--- src/rtl/mips_multicycle_core.sv ---
// Multi-cycle MIPS subset core with one shared ALU and one unified req/ready memory port.
// Ports: clk/rst; mem_req/we/addr/wdata/rdata/ready memory handshake; pc_dbg, retire, halted status.
module mips_multicycle_core #(
    parameter logic [31:0] RESET_PC = 32'h0000_0000,
    parameter int          ADDR_W   = 32
) (
    input  logic              clk,
    input  logic              rst,
    output logic              mem_req,
    output logic              mem_we,
    output logic [ADDR_W-1:0] mem_addr,
    output logic [31:0]       mem_wdata,
    input  logic [31:0]       mem_rdata,
    input  logic              mem_ready,
    output logic [31:0]       pc_dbg,
    output logic              retire,
    output logic              halted
);

    typedef enum logic [2:0] {
        S_FETCH, S_DECODE, S_EXEC, S_MEM, S_WB, S_HALT
    } state_t;

    state_t      r_state, w_next;
    logic [31:0] r_pc, r_ir, r_a, r_b, r_alu, r_mdr;
    logic [31:0] r_rf [0:31];

    logic [5:0]  w_op, w_funct;
    logic [4:0]  w_rs, w_rt, w_rd, w_wb_idx;
    logic [31:0] w_imm, w_alu_b, w_alu_y, w_wb_data, w_br_tgt;
    logic        w_is_r, w_is_j, w_is_beq, w_is_bne, w_is_addi, w_is_lw, w_is_sw;
    logic        w_funct_ok, w_legal, w_taken, w_aligned;
    logic        w_req, w_we, w_retire;
    logic [ADDR_W-1:0] w_addr;
    logic [31:0] w_wdata;

    assign w_op      = r_ir[31:26];
    assign w_rs      = r_ir[25:21];
    assign w_rt      = r_ir[20:16];
    assign w_rd      = r_ir[15:11];
    assign w_funct   = r_ir[5:0];
    assign w_imm     = {{16{r_ir[15]}}, r_ir[15:0]};

    assign w_is_r    = (w_op == 6'h00);
    assign w_is_j    = (w_op == 6'h02);
    assign w_is_beq  = (w_op == 6'h04);
    assign w_is_bne  = (w_op == 6'h05);
    assign w_is_addi = (w_op == 6'h08);
    assign w_is_lw   = (w_op == 6'h23);
    assign w_is_sw   = (w_op == 6'h2B);

    always_comb begin
        w_funct_ok = 1'b0;
        unique case (w_funct)
            6'h20, 6'h22, 6'h24, 6'h25, 6'h2A: w_funct_ok = 1'b1;
            default:                           w_funct_ok = 1'b0;
        endcase
    end

    // The all-zero word (sll $0,$0,0) is the only accepted non-ALU R-type: a nop.
    assign w_legal = (w_is_r && (w_funct_ok || r_ir == 32'h0))
                   || w_is_j || w_is_beq || w_is_bne
                   || w_is_addi || w_is_lw || w_is_sw;

    // Single shared ALU: R-type uses B, everything else adds the sign-extended immediate.
    assign w_alu_b = w_is_r ? r_b : w_imm;

    always_comb begin
        w_alu_y = r_a + w_alu_b;
        if (w_is_r) begin
            unique case (w_funct)
                6'h22:   w_alu_y = r_a - w_alu_b;
                6'h24:   w_alu_y = r_a & w_alu_b;
                6'h25:   w_alu_y = r_a | w_alu_b;
                6'h2A:   w_alu_y = {31'b0, $signed(r_a) < $signed(w_alu_b)};
                default: w_alu_y = r_a + w_alu_b;
            endcase
        end
    end

    // r_pc already holds PC+4 once the instruction is fetched.
    assign w_br_tgt  = r_pc + {w_imm[29:0], 2'b00};
    assign w_taken   = (w_is_beq && (r_a == r_b)) || (w_is_bne && (r_a != r_b));
    assign w_aligned = (r_alu[1:0] == 2'b00);
    assign w_wb_idx  = w_is_r ? w_rd : w_rt;
    assign w_wb_data = w_is_lw ? r_mdr : r_alu;

    always_ff @(posedge clk or posedge rst) begin
        if (rst) r_state <= S_FETCH;
        else     r_state <= w_next;
    end

    always_comb begin
        w_next   = r_state;
        w_req    = 1'b0;
        w_we     = 1'b0;
        w_addr   = '0;
        w_wdata  = '0;
        w_retire = 1'b0;
        unique case (r_state)
            S_FETCH: begin
                w_req  = 1'b1;
                w_addr = r_pc[ADDR_W-1:0];
                if (mem_ready) w_next = S_DECODE;
            end
            S_DECODE: w_next = w_legal ? S_EXEC : S_HALT;
            S_EXEC: begin
                if (w_is_beq || w_is_bne || w_is_j) begin
                    w_retire = 1'b1;
                    w_next   = S_FETCH;
                end else if (w_is_lw || w_is_sw) begin
                    w_next = S_MEM;
                end else begin
                    w_next = S_WB;
                end
            end
            S_MEM: begin
                if (!w_aligned) begin
                    w_next = S_HALT;
                end else begin
                    w_req   = 1'b1;
                    w_we    = w_is_sw;
                    w_addr  = r_alu[ADDR_W-1:0];
                    w_wdata = r_b;
                    if (mem_ready) begin
                        w_retire = w_is_sw;
                        w_next   = w_is_sw ? S_FETCH : S_WB;
                    end
                end
            end
            S_WB: begin
                w_retire = 1'b1;
                w_next   = S_FETCH;
            end
            S_HALT:  w_next = S_HALT;
            default: w_next = S_FETCH;
        endcase
    end

    // Reset must drop the bus in the same cycle, so the outputs are gated directly.
    assign mem_req   = w_req & ~rst;
    assign mem_we    = w_we & ~rst;
    assign mem_addr  = rst ? '0 : w_addr;
    assign mem_wdata = rst ? '0 : w_wdata;
    assign retire    = w_retire & ~rst;
    assign halted    = (r_state == S_HALT) & ~rst;
    assign pc_dbg    = r_pc;

    always_ff @(posedge clk or posedge rst) begin
        if (rst) begin
            r_pc  <= RESET_PC;
            r_ir  <= '0;
            r_a   <= '0;
            r_b   <= '0;
            r_alu <= '0;
            r_mdr <= '0;
            for (int i = 0; i < 32; i++) r_rf[i] <= '0;
        end else begin
            unique case (r_state)
                S_FETCH: begin
                    if (mem_ready) begin
                        r_ir <= mem_rdata;
                        r_pc <= r_pc + 32'd4;
                    end
                end
                S_DECODE: begin
                    r_a <= r_rf[w_rs];
                    r_b <= r_rf[w_rt];
                end
                S_EXEC: begin
                    r_alu <= w_alu_y;
                    if (w_taken) r_pc <= w_br_tgt;
                    else if (w_is_j) r_pc <= {r_pc[31:28], r_ir[25:0], 2'b00};
                end
                S_MEM: begin
                    if (w_aligned && mem_ready && w_is_lw) r_mdr <= mem_rdata;
                end
                S_WB: begin
                    // $0 is never written, so it always reads back zero.
                    if (w_wb_idx != 5'd0) r_rf[w_wb_idx] <= w_wb_data;
                end
                default: ;
            endcase
        end
    end

endmodule

--- config.mk ---
export PLATFORM = sky130hd
export DESIGN_NAME = mips_multicycle_core
export DESIGN_NICKNAME = d
export VERILOG_FILES = /design/src/rtl/mips_multicycle_core.sv
export SDC_FILE = /design/constraint.sdc
export NUM_CORES = 2
export LEC_CHECK = 0
export ABC_AREA = 1
export CORE_AREA = 2 2 445 447
export CTS_CLUSTER_DIAMETER = 40
export DETAILED_ROUTE_END_ITERATION = 8
export DIE_AREA = 0 0 447 449
export HOLD_SLACK_MARGIN = 0.1
export PLACE_DENSITY = 0.61
export SLEW_MARGIN = 30
export SYNTH_ARGS = -nofsm -noshare
export SYNTH_HDL_FRONTEND = slang
export SYNTH_SLANG_ARGS = --single-unit
--- constraint.sdc ---
create_clock -name clk -period 45.6 [get_ports clk]
set_input_delay 4.56 -clock clk [delete_from_list [all_inputs] [get_ports clk]]
set_output_delay 4.56 -clock clk [all_outputs]
set_load 0.005 [all_outputs]
==> results.txt <==
* Status: finished clean
- Layout overhead on the synthesized area: 13.9%
- Vias per inst: 5.94
- Dividing the detail-routed wire length by the instance count gives 24.4 µm.
- Global routing consumed, on the met3 layer, 6.80% of the routing resources.
- Logic depth of the worst register-to-register path: 21
- After floorplanning, the core was sized to cover 196000 µm².
- The critical path contains buffers and inverters numbering 4 combined.
* GR Util met1: 38.6%
- The worst register-to-register path begins at r_ir[30].
- Of the total power, the clock network draws 23.4%.
- Internal portion of total power: 0.00311 W
- The pre-antenna-repair detailed-routing pass consisted of 9 iterations.
- The most used flip-flop cell after synthesis is sky130_fd_sc_hd__dfrtp_1.
- Entering global routing, the biggest net connects 194 pins.
- In the global route stage, overall resource usage came out at 29.4%.
* Slowest stage cell, crit path: sky130_fd_sc_hd__inv_8
- Among cell families on the critical path, the largest total delay comes from buffers and inverters.
* Clock-pin slew reported for the worst setup and hold paths after clock tree synthesis: 50 ps
- Capture point of the worst reg-to-reg path: r_alu[30]
* Rel. slew slack: 27.4%
* Unrepaired setup endpoints after global routing: no
- Total Die Area: 201000 µm²
* Mapped Cells: 9949
- Total power: 0.00622 W
- For the pin with the worst max-slew slack, the measured transition is 1080 ps.
- At the worst endpoint, the required time is 41040 ps.
* Detailed placement HPWL: 182000 µm
* GRT busiest layer: met2
* TritonCTS Sinks: 1217
- The number of gates resized after CTS was 0.
* Post-layout instance count excluding filler cells: 12400
* Setup Buffers After CTS: 0
- Buffers inserted to repair hold after CTS numbered 0.
- Maximum single-stage delay on the critical path: 510 ps
- Buffers from clock root to sink, at most: 3
- Summed over all cells, the static leakage comes to 35.2 nW.
* Final weighted congestion in routability-driven placement: 1.02
* Switch Pwr: 0.00312 W
- Num rows: 163
* Top-level port count: 135
- Hold Path Stages: 0
* Met2 Use GR: 44.9%
- The count of nets left with antenna violations once routing finished came out at 0.
- STA classifies the critical path startpoint as an input port.
- Along the worst path, the maximum fanout reaches 92.
* Distinct cell type count after synthesis: 48
- The most critical setup path has its startpoint at rst.
- Buffer cell driving the clock tree root: sky130_fd_sc_hd__clkbuf_16
* Final Cycle Share: 23.6%
* GRT overflow: 0
- The first global-routing pass estimated 446000 µm of wire.
- Summed over all layers, the routed wires come to 303000 µm.
* Reg2Reg Setup Slack: 40600 ps
- Hold timing on the final database bottoms out at a slack of 373 ps.
* Final critical path time including I/O delays and setup: 10780 ps
* Number of synthesis warnings: 0
* Synthesized area: 72000 µm²
- Antenna violations before repair: 20
- At the end of the flow, the number of nets in the layout was 9756.
- Max Cap Violations: 0
* Setup Skew: 43.7 ps
- Sequential element share of the synthesized area: 42.3%
- Starting density of the core: 36.7%
- Including well taps, the total number of placed cells is 12000.
* Worst-Skew Late Latency: 870 ps
* Die extent in x: 447 µm
- The worst hold path begins at r_rf[1017].
- In this run the vertical extent of the chip is 449 µm.
- Number of enable-type register cells in the synthesized netlist: 0
- In this run, the number of DRC markers left after iteration 0 of detailed routing was 10000.
- Worst min-delay path endpoint: r_rf[1017]
* Core utilization of the finished layout: 41.8%
* Number of pins exceeding their max-slew limit in the final report: 0
- The via count of the first global-routing pass came to 68000.
- The final-report hold violation count was 0.
* Clock tree from TritonCTS: done
- DRC violations left: 0
* Path type of the worst setup path: input port to output pin
- STA classifies the critical path endpoint as an output pin.
- Peak ir drop on the vdd network: 0.0000592 V
- During placement, the flow inserted port buffers numbering 130.
* Syn_area_per_cell: 7.24 µm²
- Sequential cells burn 26.7% of the power.
- Hold WC Path Type: flip-flop to flip-flop
- For the final routed database, the setup TNS stands at 0 ps.
- Data arrives at the worst endpoint at 6220 ps.
- Detailed routing inserted a total of 73600 vias.
- Number of synthesized register bits: 1217
* Combinational group share of total power: 49.9%
- Cts bufs inserted: 177
* Deepest level of the CTS H-tree: 4
* Async S/R FF share, synth: 100%
- The post-route netlist has 6.13% of its cells at a drive strength greater than 1.
- Based on the critical path, the design can be clocked at up to 92.8 MHz.
- Final setup fails: 0
- Ordered cell list for the critical path: buf_2 -> buf_4 -> inv_8 -> nand2_1 -> nor2_1 -> clkdlybuf4s50_1
- Of the total power, the share spent switching nets is 50.1%.
- Logic depth of the worst setup path including buffers: 6
- Power density over the cells: 75.9 nW/µm²
[cells in the mapped netlist (4+ instances only)]
library cell,n,area [µm²]
sky130_fd_sc_hd__nor3_4,4,65.1
sky130_fd_sc_hd__o211ai_1,239,1790
sky130_fd_sc_hd__xor2_1,22,193
sky130_fd_sc_hd__nand2_1,2102,7890
sky130_fd_sc_hd__a211oi_1,9,67.6
sky130_fd_sc_hd__nor2_1,647,2430
sky130_fd_sc_hd__nand2_2,31,194
sky130_fd_sc_hd__or2_2,10,62.6
sky130_fd_sc_hd__a221oi_1,24,210
sky130_fd_sc_hd__o21bai_1,17,128
sky130_fd_sc_hd__buf_1,65,244
sky130_fd_sc_hd__o2111ai_1,5,43.8
sky130_fd_sc_hd__dfrtp_1,1217,30500
sky130_fd_sc_hd__nand3b_1,8,60.1
sky130_fd_sc_hd__inv_1,692,2600
sky130_fd_sc_hd__xnor2_1,23,201
sky130_fd_sc_hd__a22oi_1,30,225
sky130_fd_sc_hd__nand4_1,45,282
sky130_fd_sc_hd__nand3_1,500,2500
sky130_fd_sc_hd__nor4_1,12,75.1
sky130_fd_sc_hd__a31oi_1,5,31.3
sky130_fd_sc_hd__buf_2,22,110
sky130_fd_sc_hd__o221ai_1,51,447
sky130_fd_sc_hd__clkinv_1,9,33.8
sky130_fd_sc_hd__o22ai_1,58,363
sky130_fd_sc_hd__o21ai_0,2198,11000
sky130_fd_sc_hd__mux2i_1,111,1110
sky130_fd_sc_hd__clkbuf_1,738,2770
sky130_fd_sc_hd__o21a_1,33,248
sky130_fd_sc_hd__nor3_1,76,380
sky130_fd_sc_hd__a21oi_1,747,3740
sky130_fd_sc_hd__o21ai_1,45,225
sky130_fd_sc_hd__buf_4,4,30.0
sky130_fd_sc_hd__ha_1,127,1590
[cell usage in the layout (no fill, tap or decap), drive strengths merged, types with 58 or more instances in the layout]
master,count
o21ai,2245
inv,723
ha,127
mux2i,111
clkdlybuf4s50,129
nor3,81
nand2,2133
dfrtp,1217
nand3,500
clkbuf,227
a21oi,747
o211ai,239
o22ai,58
nor2,650
buf,160
[through the flow]
step	setup WS (ps)	cell area, µm²
after floorplan	6580	72000
after global placement	34790	75100
after detailed placement	34770	75300
after CTS	34770	81700
after global routing	34650	82000
final	34820	82000
[layout make-up]
type	instances	area (µm²)
Inverter	703	2670
Fill cell	19900	114000
Timing Repair Buffer	289	2860
Clock inverter	103	1360
Sequential cell	1217	30500
Tap cell	2640	3300
Antenna cell	9	22.5
Multi-Input combinational cell	7203	36300
Clock buffer	227	4980
[registers in the layout, indices dropped and copies added (netlist names)]
signal / count
r_rf: 1024
r_b: 32
r_ir: 32
pc_dbg: 30
r_mdr: 32
r_state: 3
r_alu: 32
r_a: 32
[power groups by stage]
stage,combinational [W],sequential (W),clock [W]
final,0.00311,0.00166,0.00146
after global routing,0.00335,0.00169,0.00152
after CTS,0.00299,0.00165,0.00147
after detailed placement,0.00297,0.00166,0
after global placement,0.00293,0.00165,0
after floorplan,0.00194,0.00155,0
[per-layer routing]
| metal | wire length, µm | up-vias |
|---|---|---|
| met3 | 32900 | 906 |
| met1 | 120000 | 35400 |
| li1 | - | 32900 |
| met5 | 91 | - |
| met2 | 133000 | 4365 |
| met4 | 16900 | 14 |
[kinds of logic after synthesis]
kind of cell / after synthesis / synth area share, %
other: 1 / 0.00521
xor gates and xnor gates: 45 / 0.547
muxes: 111 / 1.54
buffers and inverters: 1532 / 8.05
AOI/OAI and AO/OA: 3470 / 25.8
DFF: 1217 / 42.3
adders and majority gates: 130 / 2.29
and+or+nand+nor: 3443 / 19.4
[worst max path at each step]
stage                          to  slack (ps)
floorplan              pc_dbg[10]        6580
global placement    mem_wdata[16]       34790
detailed placement  mem_wdata[26]       34770
CTS                 mem_wdata[26]       34770
global route        mem_wdata[26]       34650
finish              mem_wdata[26]       34820
Note: power is estimated with default switching activity, not from simulation.
